==> src/rtl/cpu_pkg.sv <==
// Shared CPU pipeline definitions: reset PC, NOP encoding, fetch exception codes,
// fetch FSM encoding and the IF/ID payload layout.
package cpu_pkg;

  localparam logic [63:0] RESET_PC_DEFAULT       = 64'h0000_0000_8000_0000;
  localparam logic [31:0] NOP_INSTR              = 32'h0000_0013;
  localparam logic [3:0]  EXC_INSTR_MISALIGNED   = 4'd0;
  localparam logic [3:0]  EXC_INSTR_ACCESS_FAULT = 4'd1;

  typedef enum logic {
    RUN  = 1'b0,
    HALT = 1'b1
  } fetch_state_t;

  typedef struct packed {
    logic [63:0] pc;
    logic [31:0] instr;
    logic        exc_en;
    logic [3:0]  exc_code;
    logic [63:0] exc_val;
  } if_entry_t;

  localparam if_entry_t IF_ENTRY_RESET = '{
    pc:       64'h0,
    instr:    NOP_INSTR,
    exc_en:   1'b0,
    exc_code: 4'h0,
    exc_val:  64'h0
  };

endpackage

==> src/rtl/if_id_reg.sv <==
// IF/ID payload register: flush clears valid, load captures a new entry, otherwise holds.
// One-cycle latency; the payload is bit-stable while held so decode can stall indefinitely.
module if_id_reg
  import cpu_pkg::*;
(
  input  logic      clk,
  input  logic      rst_n,
  input  logic      load,
  input  logic      flush,
  input  if_entry_t entry_dat,
  output logic      entry_vld,
  output if_entry_t entry_q
);

  // Flush only drops the valid bit; the stale payload is never observed by decode.
  always_ff @(posedge clk or negedge rst_n) begin
    if (!rst_n) begin
      entry_vld <= 1'b0;
      entry_q   <= IF_ENTRY_RESET;
    end else if (flush) begin
      entry_vld <= 1'b0;
    end else if (load) begin
      entry_vld <= 1'b1;
      entry_q   <= entry_dat;
    end
  end

endmodule

==> src/rtl/fetch_stage.sv <==
// Instruction fetch: owns the PC, samples combinational imem into IF/ID, handles redirects
// and halts after a fault entry. One entry per cycle; holds PC and entry while decode stalls.
module fetch_stage
  import cpu_pkg::*;
#(
  parameter logic [63:0] RESET_PC = RESET_PC_DEFAULT,
  parameter int          XLEN     = 64
) (
  input  logic            clk,
  input  logic            rst_n,
  output logic [XLEN-1:0] pc_addr,
  input  logic [31:0]     imem_instr,
  input  logic            imem_exc_en,
  input  logic [3:0]      imem_exc_code,
  input  logic [XLEN-1:0] imem_exc_val,
  input  logic            redirect_en,
  input  logic [XLEN-1:0] redirect_pc,
  input  logic            id_ready,
  output logic            if_valid,
  output logic [XLEN-1:0] if_pc,
  output logic [31:0]     if_instr,
  output logic            if_exc_en,
  output logic [3:0]      if_exc_code,
  output logic [XLEN-1:0] if_exc_val
);

  logic [63:0]  pc;
  fetch_state_t state;
  logic         advance;
  logic         load;
  logic         flush;
  logic         fault;
  if_entry_t    entry_dat;
  if_entry_t    entry_q;

  assign advance = !if_valid || id_ready;
  assign load    = !redirect_en && (state == RUN) && advance;
  // In HALT the consumed fault entry is retired without a replacement fetch.
  assign flush   = redirect_en || ((state == HALT) && if_valid && id_ready);

  always_comb begin
    fault     = 1'b0;
    entry_dat = '{pc: pc, instr: imem_instr, exc_en: 1'b0, exc_code: 4'h0, exc_val: 64'h0};
    if (pc[1:0] != 2'b00) begin
      fault     = 1'b1;
      entry_dat = '{pc: pc, instr: NOP_INSTR, exc_en: 1'b1,
                    exc_code: EXC_INSTR_MISALIGNED, exc_val: pc};
    end else if (imem_exc_en) begin
      fault     = 1'b1;
      entry_dat = '{pc: pc, instr: NOP_INSTR, exc_en: 1'b1,
                    exc_code: imem_exc_code, exc_val: imem_exc_val};
    end
  end

  always_ff @(posedge clk or negedge rst_n) begin
    if (!rst_n) begin
      pc    <= RESET_PC;
      state <= RUN;
    end else if (redirect_en) begin
      pc    <= redirect_pc;
      state <= RUN;
    end else if (load) begin
      if (fault) state <= HALT;
      else       pc    <= pc + 64'd4;
    end
  end

  if_id_reg u_if_id_reg (
    .clk       (clk),
    .rst_n     (rst_n),
    .load      (load),
    .flush     (flush),
    .entry_dat (entry_dat),
    .entry_vld (if_valid),
    .entry_q   (entry_q)
  );

  assign pc_addr     = pc;
  assign if_pc       = entry_q.pc;
  assign if_instr    = entry_q.instr;
  assign if_exc_en   = entry_q.exc_en;
  assign if_exc_code = entry_q.exc_code;
  assign if_exc_val  = entry_q.exc_val;

endmodule

==> config.mk <==
export PLATFORM = sky130hd
export DESIGN_NAME = fetch_stage
export DESIGN_NICKNAME = d
export VERILOG_FILES = /design/src/rtl/cpu_pkg.sv /design/src/rtl/if_id_reg.sv /design/src/rtl/fetch_stage.sv
export SDC_FILE = /design/constraint.sdc
export NUM_CORES = 1
export LEC_CHECK = 0
export BUFFER_PORTS_ARGS = -buffer_cell sky130_fd_sc_hd__buf_2
export CAP_MARGIN = 20
export CORE_MARGIN = 2
export CORE_UTILIZATION = 30
export DETAILED_ROUTE_END_ITERATION = 10
export GPL_TIMING_DRIVEN = 0
export PLACE_DENSITY = 0.59
export SYNTH_ARGS = -nofsm -noshare
export SYNTH_HDL_FRONTEND = slang
export SYNTH_SLANG_ARGS = --single-unit
==> constraint.sdc <==
create_clock -name clk -period 7.5 [get_ports clk]
set_input_delay 1.5 -clock clk [delete_from_list [all_inputs] [get_ports clk]]
set_output_delay 1.5 -clock clk [all_outputs]
set_load 0.1 [all_outputs]
==> impl_results.md, run 1 <==
- Outcome: finished clean
- Met2 Track Usage GR: 38.99%
- Reg2reg setup slack: 4300 ps
- Slew margin rel.: 29.09%
- Fin. Hold Viols: 0
- Chip width: 199.7 um
- Clock Latency Late Sink: 560 ps
- Port bufs: 397
- CP Launch Type: primary input
- Vias: 11470
- Hold Slack: 473.2 ps
- Synth Cell Area: 0.01148 mm2
- Hpwl dp: 35440 um
- Synth area leaders: dfrtp_1 (49%), nand2_1 (10%), buf_4 (4.3%)
- Post-Synth Simple-Gate Area: 26.05%
- Worst Skew: 11.72 ps
- Syn nets: 1462
- Final #Nets: 1894
- Core Region: 0.03767 mm2
- Top Ports: 399
- Worst slack at placement: 2941 ps
- Register area share after synthesis: 50.38%
- Leak Pwr: 7.242 nW
- Number of gates given a new drive strength after cts: 0
- Worst-path clk slew: 60 ps
- Area delta synth->final: 32.93%
- Compound-Gate Fraction of Synth Area: 11.97%
- Warnings, synthesis: 0
- Power per cell area: 353.8 mW/mm2
- Worst r2r src: pc_addr[0]$_DFFE_PN0P_
- Reg2Reg Capture Point: pc_addr[30]$_DFFE_PN0P_
- Class of the most critical setup path: primary input to register
- Crit path to: pc_addr[30]$_DFFE_PN0P_
- Final setup fails: 0
- Clk buf depth: 3
- M3 GR Usage: 4.304%
- Mux cell area share after synthesis: 0.6972%
- Worst-path maximum fanout: 10
- Top cells by count, synth: nand2_1 (317), dfrtp_1 (227), nand3_1 (91), nor2_1 (88), clkbuf_1 (77)
- Max cap viols: 0
- Synth Area in XOR/XNOR: 1.907%
- Period Utilization, post-route: 52.67%
- Grt total ovfl: 0
- GRT Total Usage: 23.13%
- Routability cong.: 0.8391
- Gr busiest metal: met2
- Yosys top cell by area: dfrtp_1
- Starting DRT DRC Count: 710
- Top_reg_cell synth: dfrtp_1
- Layout cells sized above 1: 31.39%
- Crit path from: redirect_en
- Post-synth EDFFs: 0
- Synthesized-area fraction occupied by adder cells: 0.1089%
- Syn_area_per_cell: 8.889 um2
- Die Area: 0.03986 mm2
- Met1 Use GR: 30.15%
- Worst Hold Class: register to register
- Post-CTS Hold Fix Bufs: 0
- Setup_tns: 0 ps
- Initial antenna violation count: 12
- RSZ-0062 raised after global routing: false
- Least-Margin Pin Slew: 1064 ps
- FF-to-FF path depth: 7
- Die height: 199.7 um
- DRT Pass-1 Iters: 5
- Initial core utilization: 30.49%
- Crit. End Element: register
- CTS tree: done
- Worst endpoint data arrival time: 4370 ps
- Vias per Instance: 5.072
- Number of global-route vias before repair: 11290
- Min cycle time layout: 3950 ps
- Post-CTS setup buffer count: 0
- Mean routed wirelength per cell: 20.93 um
- Fin worst setup slack: 3550 ps
- Routed WL: 47350 um
- First-pass GRT wire length: 69280 um
- Placed instance area: 0.01421 mm2
- Htree depth: 1
- Num CTS Buffers: 28
- Routed Antenna Nets: 0
- #FFs+latches synth: 231
- Drt drc: 0
- Max Slew Vio Count: 0
- Largest net degree at the start of global routing: 88
- Finished Cell Area: 0.01527 mm2
- VDD IR max: 0.0001779 V
- Post-synth ARST share: 100.0%
- Fmax: 253.2 MHz
- Cell variety after synth: 57
- Most numerous cell in the Yosys netlist: nand2_1
- CTS Root Cell: clkbuf_16
- Share of the synthesized area in the top cell type: 49.46%
- Clock sinks: 231
- Req. time, crit path: 7920 ps
- Syn Inst Count: 1292
- Main combinational cell family by area after synthesis: simple AND/OR/NAND/NOR gates
- Rows: 71
-- critical path, cell delays in order --
cell,delay [ps]
clkbuf_1,270
or2_2,410
nor3_1,470
clkbuf_1,580
nor2_1,290
clkbuf_1,410
o21ai_0,310
o211ai_1,130
-- where the power goes --
part	total, mW	internal [mW]	leakage, nW	switching [mW]
Sequential	1.61	1.44	2.80	0.165
Combinational	2.26	0.363	3.94	1.89
Clock	1.54	0.953	0.503	0.582
Total	5.40	2.76	7.24	2.64
-- registers in the layout, indices dropped and copies added, names as in the netlist --
name                   flops
u_if_id_reg.entry_vld      1
state                      1
pc_addr                   64
u_if_id_reg.entry_q      165
-- worst min path at each step --
stage / start / endpoint / depth (start not counted)
finish: u_if_id_reg.entry_q[134]$_DFFE_PN0P_ / u_if_id_reg.entry_q[134]$_DFFE_PN0P_ / 2
detailed placement: u_if_id_reg.entry_q[134]$_DFFE_PN0P_ / u_if_id_reg.entry_q[134]$_DFFE_PN0P_ / 2
global placement: u_if_id_reg.entry_q[128]$_DFFE_PN0P_ / u_if_id_reg.entry_q[128]$_DFFE_PN0P_ / 2
global route: u_if_id_reg.entry_q[139]$_DFFE_PN0P_ / u_if_id_reg.entry_q[139]$_DFFE_PN0P_ / 2
CTS: u_if_id_reg.entry_q[134]$_DFFE_PN0P_ / u_if_id_reg.entry_q[134]$_DFFE_PN0P_ / 2
floorplan: state$_DFFE_PN0P_ / u_if_id_reg.entry_vld$_DFFE_PN0P_ / 1
-- cells by family after synthesis --
group,after synthesis
simple gates,647
flops,231
compound gates,208
buf+inv,172
xor+xnor,25
mux,8
fa+ha+maj,1
-- cell type report --
class,instances,area (um2)
Antenna cell,5,12.51
Buffer,164,991.0
Clock buffer,36,792.0
Clock inverter,16,249.0
Fill cell,3937,22400
Inverter,8,30.03
Multi-Input combinational cell,889,4681
Sequential cell,231,5786
Tap cell,511,639.4
Timing Repair Buffer,402,2087
-- routing by layer --
metal	up-vias	part of all wire [%]
li1	5340	-
met1	5605	43
met2	425	48
met3	93	6.5
met4	10	2.7
met5	-	0.15
-- cells in the final DEF, fill, tap and decap left out, types with 11 or more instances in the layout --
master and instances:
a21oi_1 14, a22o_1 34, a31oi_1 75, buf_2 399, buf_4 66, clkbuf_1 80
clkbuf_16 29, dfrtp_1 227, nand2_1 317, nand3_1 91, nand4_1 43, nor2_1 87
nor3_1 20, nor4_1 17, o21ai_0 49, or4_1 12, xnor2_1 14, xor2_1 11
-- per-stage QoR --
step | utilization, % | cells | power, mW
after global placement | 37.46 | 2200 | 3.872
final | 40.53 | 2262 | 5.401
after CTS | 40.50 | 2257 | 5.449
after global routing | 40.53 | 2261 | 5.604
after detailed placement | 37.74 | 2205 | 3.894
after floorplan | - | 1292 | 3.411
Note: power is estimated with default switching activity, not from simulation.
==> run 2: changes to the inputs <==
Settings changed: PLACE_DENSITY 0.59 to 0.6.
Clock period 7.5 ns to 3.55 ns, I/O delays scaled along.
==> impl_results.md, run 2 (synthesis results as in run 1) <==
- Class of the most critical setup path: primary input to register
- CP peak stage delay: 770 ps (+190 ps)
- Worst-path maximum fanout: 10 (unchanged)
- Max cap viols: 0 (unchanged)
- Min cycle time layout: 3296 ps
- Grt total ovfl: 0 (unchanged)
- Rows: 71 (unchanged)
- Crit path from: redirect_en
- Req. time, crit path: 3950 ps (-3970 ps)
- VDD IR max: 0.0004216 V (+140%)
- Worst endpoint data arrival time: 3690 ps (-680 ps)
- Min-delay src: redirect_pc[22]
- Worst r2r src: pc_addr[0]$_DFFE_PN0P_
- Crit path top cell by count: clkbuf_1
- FF-to-FF path depth: 7 (unchanged)
- Final core utilization: 40.35% (-0.19 points)
- Max reg flops: 165 (unchanged)
- Hpwl dp: 35460 um (about the same)
- Worst Skew: 17.94 ps (+6.217 ps)
- Final #Nets: 1895 (+0.053%)
- Met1 Use GR: 30.16% (about the same)
- Fin. Hold Viols: 0 (unchanged)
- Multi-input gate area: 0.004681 mm2 (unchanged)
- Gr busiest metal: met2
- Fmax: 303.4 MHz
- Placed instance area: 0.01421 mm2 (unchanged)
- CTS Root Cell: clkbuf_16
- Reg2reg setup slack: 350 ps (-3950 ps)
- First-pass GRT wire length: 68250 um (-1.5%)
- Slew margin rel.: 31.56% (+2.5 points)
- Crit. End Element: register
- Routed WL: 47350 um (about the same)
- Starting DRT DRC Count: 698 (-1.7%)
- Most flop-heavy register: u_if_id_reg.entry_q
- Period Utilization, post-route: 92.84%
- Routed Antenna Nets: 0 (unchanged)
- Vias per Instance: 5.074 (about the same)
- Clock sinks: 231 (unchanged)
- Layout cells sized above 1: 31.02% (-0.37 points)
- Slowest library cell on the worst path: nor2_1
- Reg2Reg Capture Point: pc_addr[59]$_DFFE_PN0P_
- Power per cell area: 736.1 mW/mm2 (+110%)
- CTS tree: done
- Leak Pwr: 7.209 nW (-0.45%)
- Initial antenna violation count: 13 (+1)
- Final setup fails: 0 (unchanged)
- Largest net degree at the start of global routing: 112 (+27%)
- CP Launch Type: primary input
- M3 GR Usage: 5.367% (+1.1 points)
- Hold Path End: pc_addr[22]$_DFFE_PN0P_
- Core Region: 0.03767 mm2 (unchanged)
- Drt drc: 0 (unchanged)
- Cell Chain, Critical Path: clkbuf_1 -> or2_2 -> nor2_1 -> clkbuf_1 -> clkbuf_1 -> a31oi_1
- RSZ-0062 raised after global routing: false
- Outcome: finished clean
- Die Area: 0.03986 mm2 (unchanged)
- Least-Margin Pin Slew: 1027 ps (-37.10 ps)
- Top Ports: 399 (unchanged)
- Htree depth: 1 (unchanged)
- Worst-path clk slew: 60 ps (about the same)
- Vias: 11480 (+0.035%)
- Worst hold path cell count: 3 (+1)
- Met2 Track Usage GR: 37.53% (-1.5 points)
- Clk buf depth: 3 (unchanged)
- FF/Latch Area: 0.005786 mm2 (unchanged)
- Mean routed wirelength per cell: 20.93 um (about the same)
- Area delta synth->final: 32.32%
- Clock Latency Late Sink: 560 ps (about the same)
- Port bufs: 397 (unchanged)
- Worst Hold Class: primary input to register
- Finished Cell Area: 0.01520 mm2 (-0.46%)
- Initial core utilization: 30.49% (unchanged)
- Tot Pwr: 11.19 mW (+110%)
- Die height: 199.7 um (unchanged)
- Num CTS Buffers: 28 (unchanged)
- Fill cell count: 3906 (-0.79%)
- Routability cong.: 0.8401 (+0.12%)
- Max Slew Vio Count: 0 (unchanged)
- DRT Pass-1 Iters: 5 (unchanged)
- Most common cell after layout, fill and taps aside: buf_2
- GRT Total Usage: 23.04% (-0.095 points)
- Chip width: 199.7 um (unchanged)
- Number of gates given a new drive strength after cts: 0 (unchanged)
- Number of global-route vias before repair: 10880 (-3.7%)
- Most frequent cells in the layout: buf_2 (399), nand2_1 (317), dfrtp_1 (227)
-- run 2: changes by cell type in the layout (fill, tap and decap cells not counted) --
| cell | before | now |
|---|---|---|
| clkbuf_1 | 80 | 84 |
| bufinv_16 | 6 | 3 |
| clkbuf_8 | 9 | 12 |
| clkinv_2 | 4 | 2 |
| clkinv_4 | 2 | 0 |
| clkinvlp_4 | 3 | 1 |
| diode_2 | 5 | 7 |
| dlygate4sd3_1 | 2 | 3 |
| inv_6 | 1 | 0 |
-- run 2: worst max-delay path by stage --
stage                                           to  depth (start not counted)  slack [ps]
2_1_floorplan              pc_addr[54]$_DFFE_PN0P_                          6         910
3_3_place_gp   u_if_id_reg.entry_q[80]$_DFFE_PN0P_                          1       -2600
3_5_place_dp   u_if_id_reg.entry_q[29]$_DFFE_PN0P_                          6        -380
4_1_cts        u_if_id_reg.entry_q[30]$_DFFE_PN0P_                          6         230
5_1_grt        u_if_id_reg.entry_q[28]$_DFFE_PN0P_                          6         130
6_report       u_if_id_reg.entry_q[29]$_DFFE_PN0P_                          6         250
-- run 2: per-layer routing --
layer,routed length (um),part of all wire [%]
met5,73,0.15
met4,1254,2.6
met3,3632,7.7
met2,22130,47
met1,20250,43
-- run 2: cell type report --
cell class,instances,share of cell area (%)
Clock inverter,6,0.7080
Multi-Input combinational cell,889,30.80
Inverter,8,0.1976
Buffer,164,6.521
Clock buffer,43,5.582
Sequential cell,231,38.07
Tap cell,511,4.207
Timing Repair Buffer,403,13.80
Antenna cell,7,0.1153
-- run 2: per-stage QoR --
stage / setup slack (ps) / instances / hold slack, ps / setup TNS [ps]
floorplan: 913.2 / 1292 / 414.4 / 0
CTS: 232.2 / 2255 / 328.6 / 0
global route: 129.1 / 2259 / 356.4 / 0
global placement: -2600 / 2200 / 456.8 / -613950
detailed placement: -377.6 / 2205 / 456.5 / -24960
finish: 254.0 / 2262 / 353.5 / 0
-- run 2: critical path, delay by kind of cell --
family | cells | cell delay (ps)
and+or+nand+nor | 2 | 1180
buffers and inverters | 3 | 1620
AOI/OAI and AO/OA | 1 | 160
-- run 2: report_power, final --
part / switching (mW) / internal, mW
Combinational: 4.00 / 0.768
Sequential: 0.351 / 3.05
Clock: 1.17 / 1.85
-- run 2: what timing repair did --
item,4_1_cts,5_1_grt
setup buffers,0,0
hold buffers,1,0
endpoints found under the hold margin,7,0
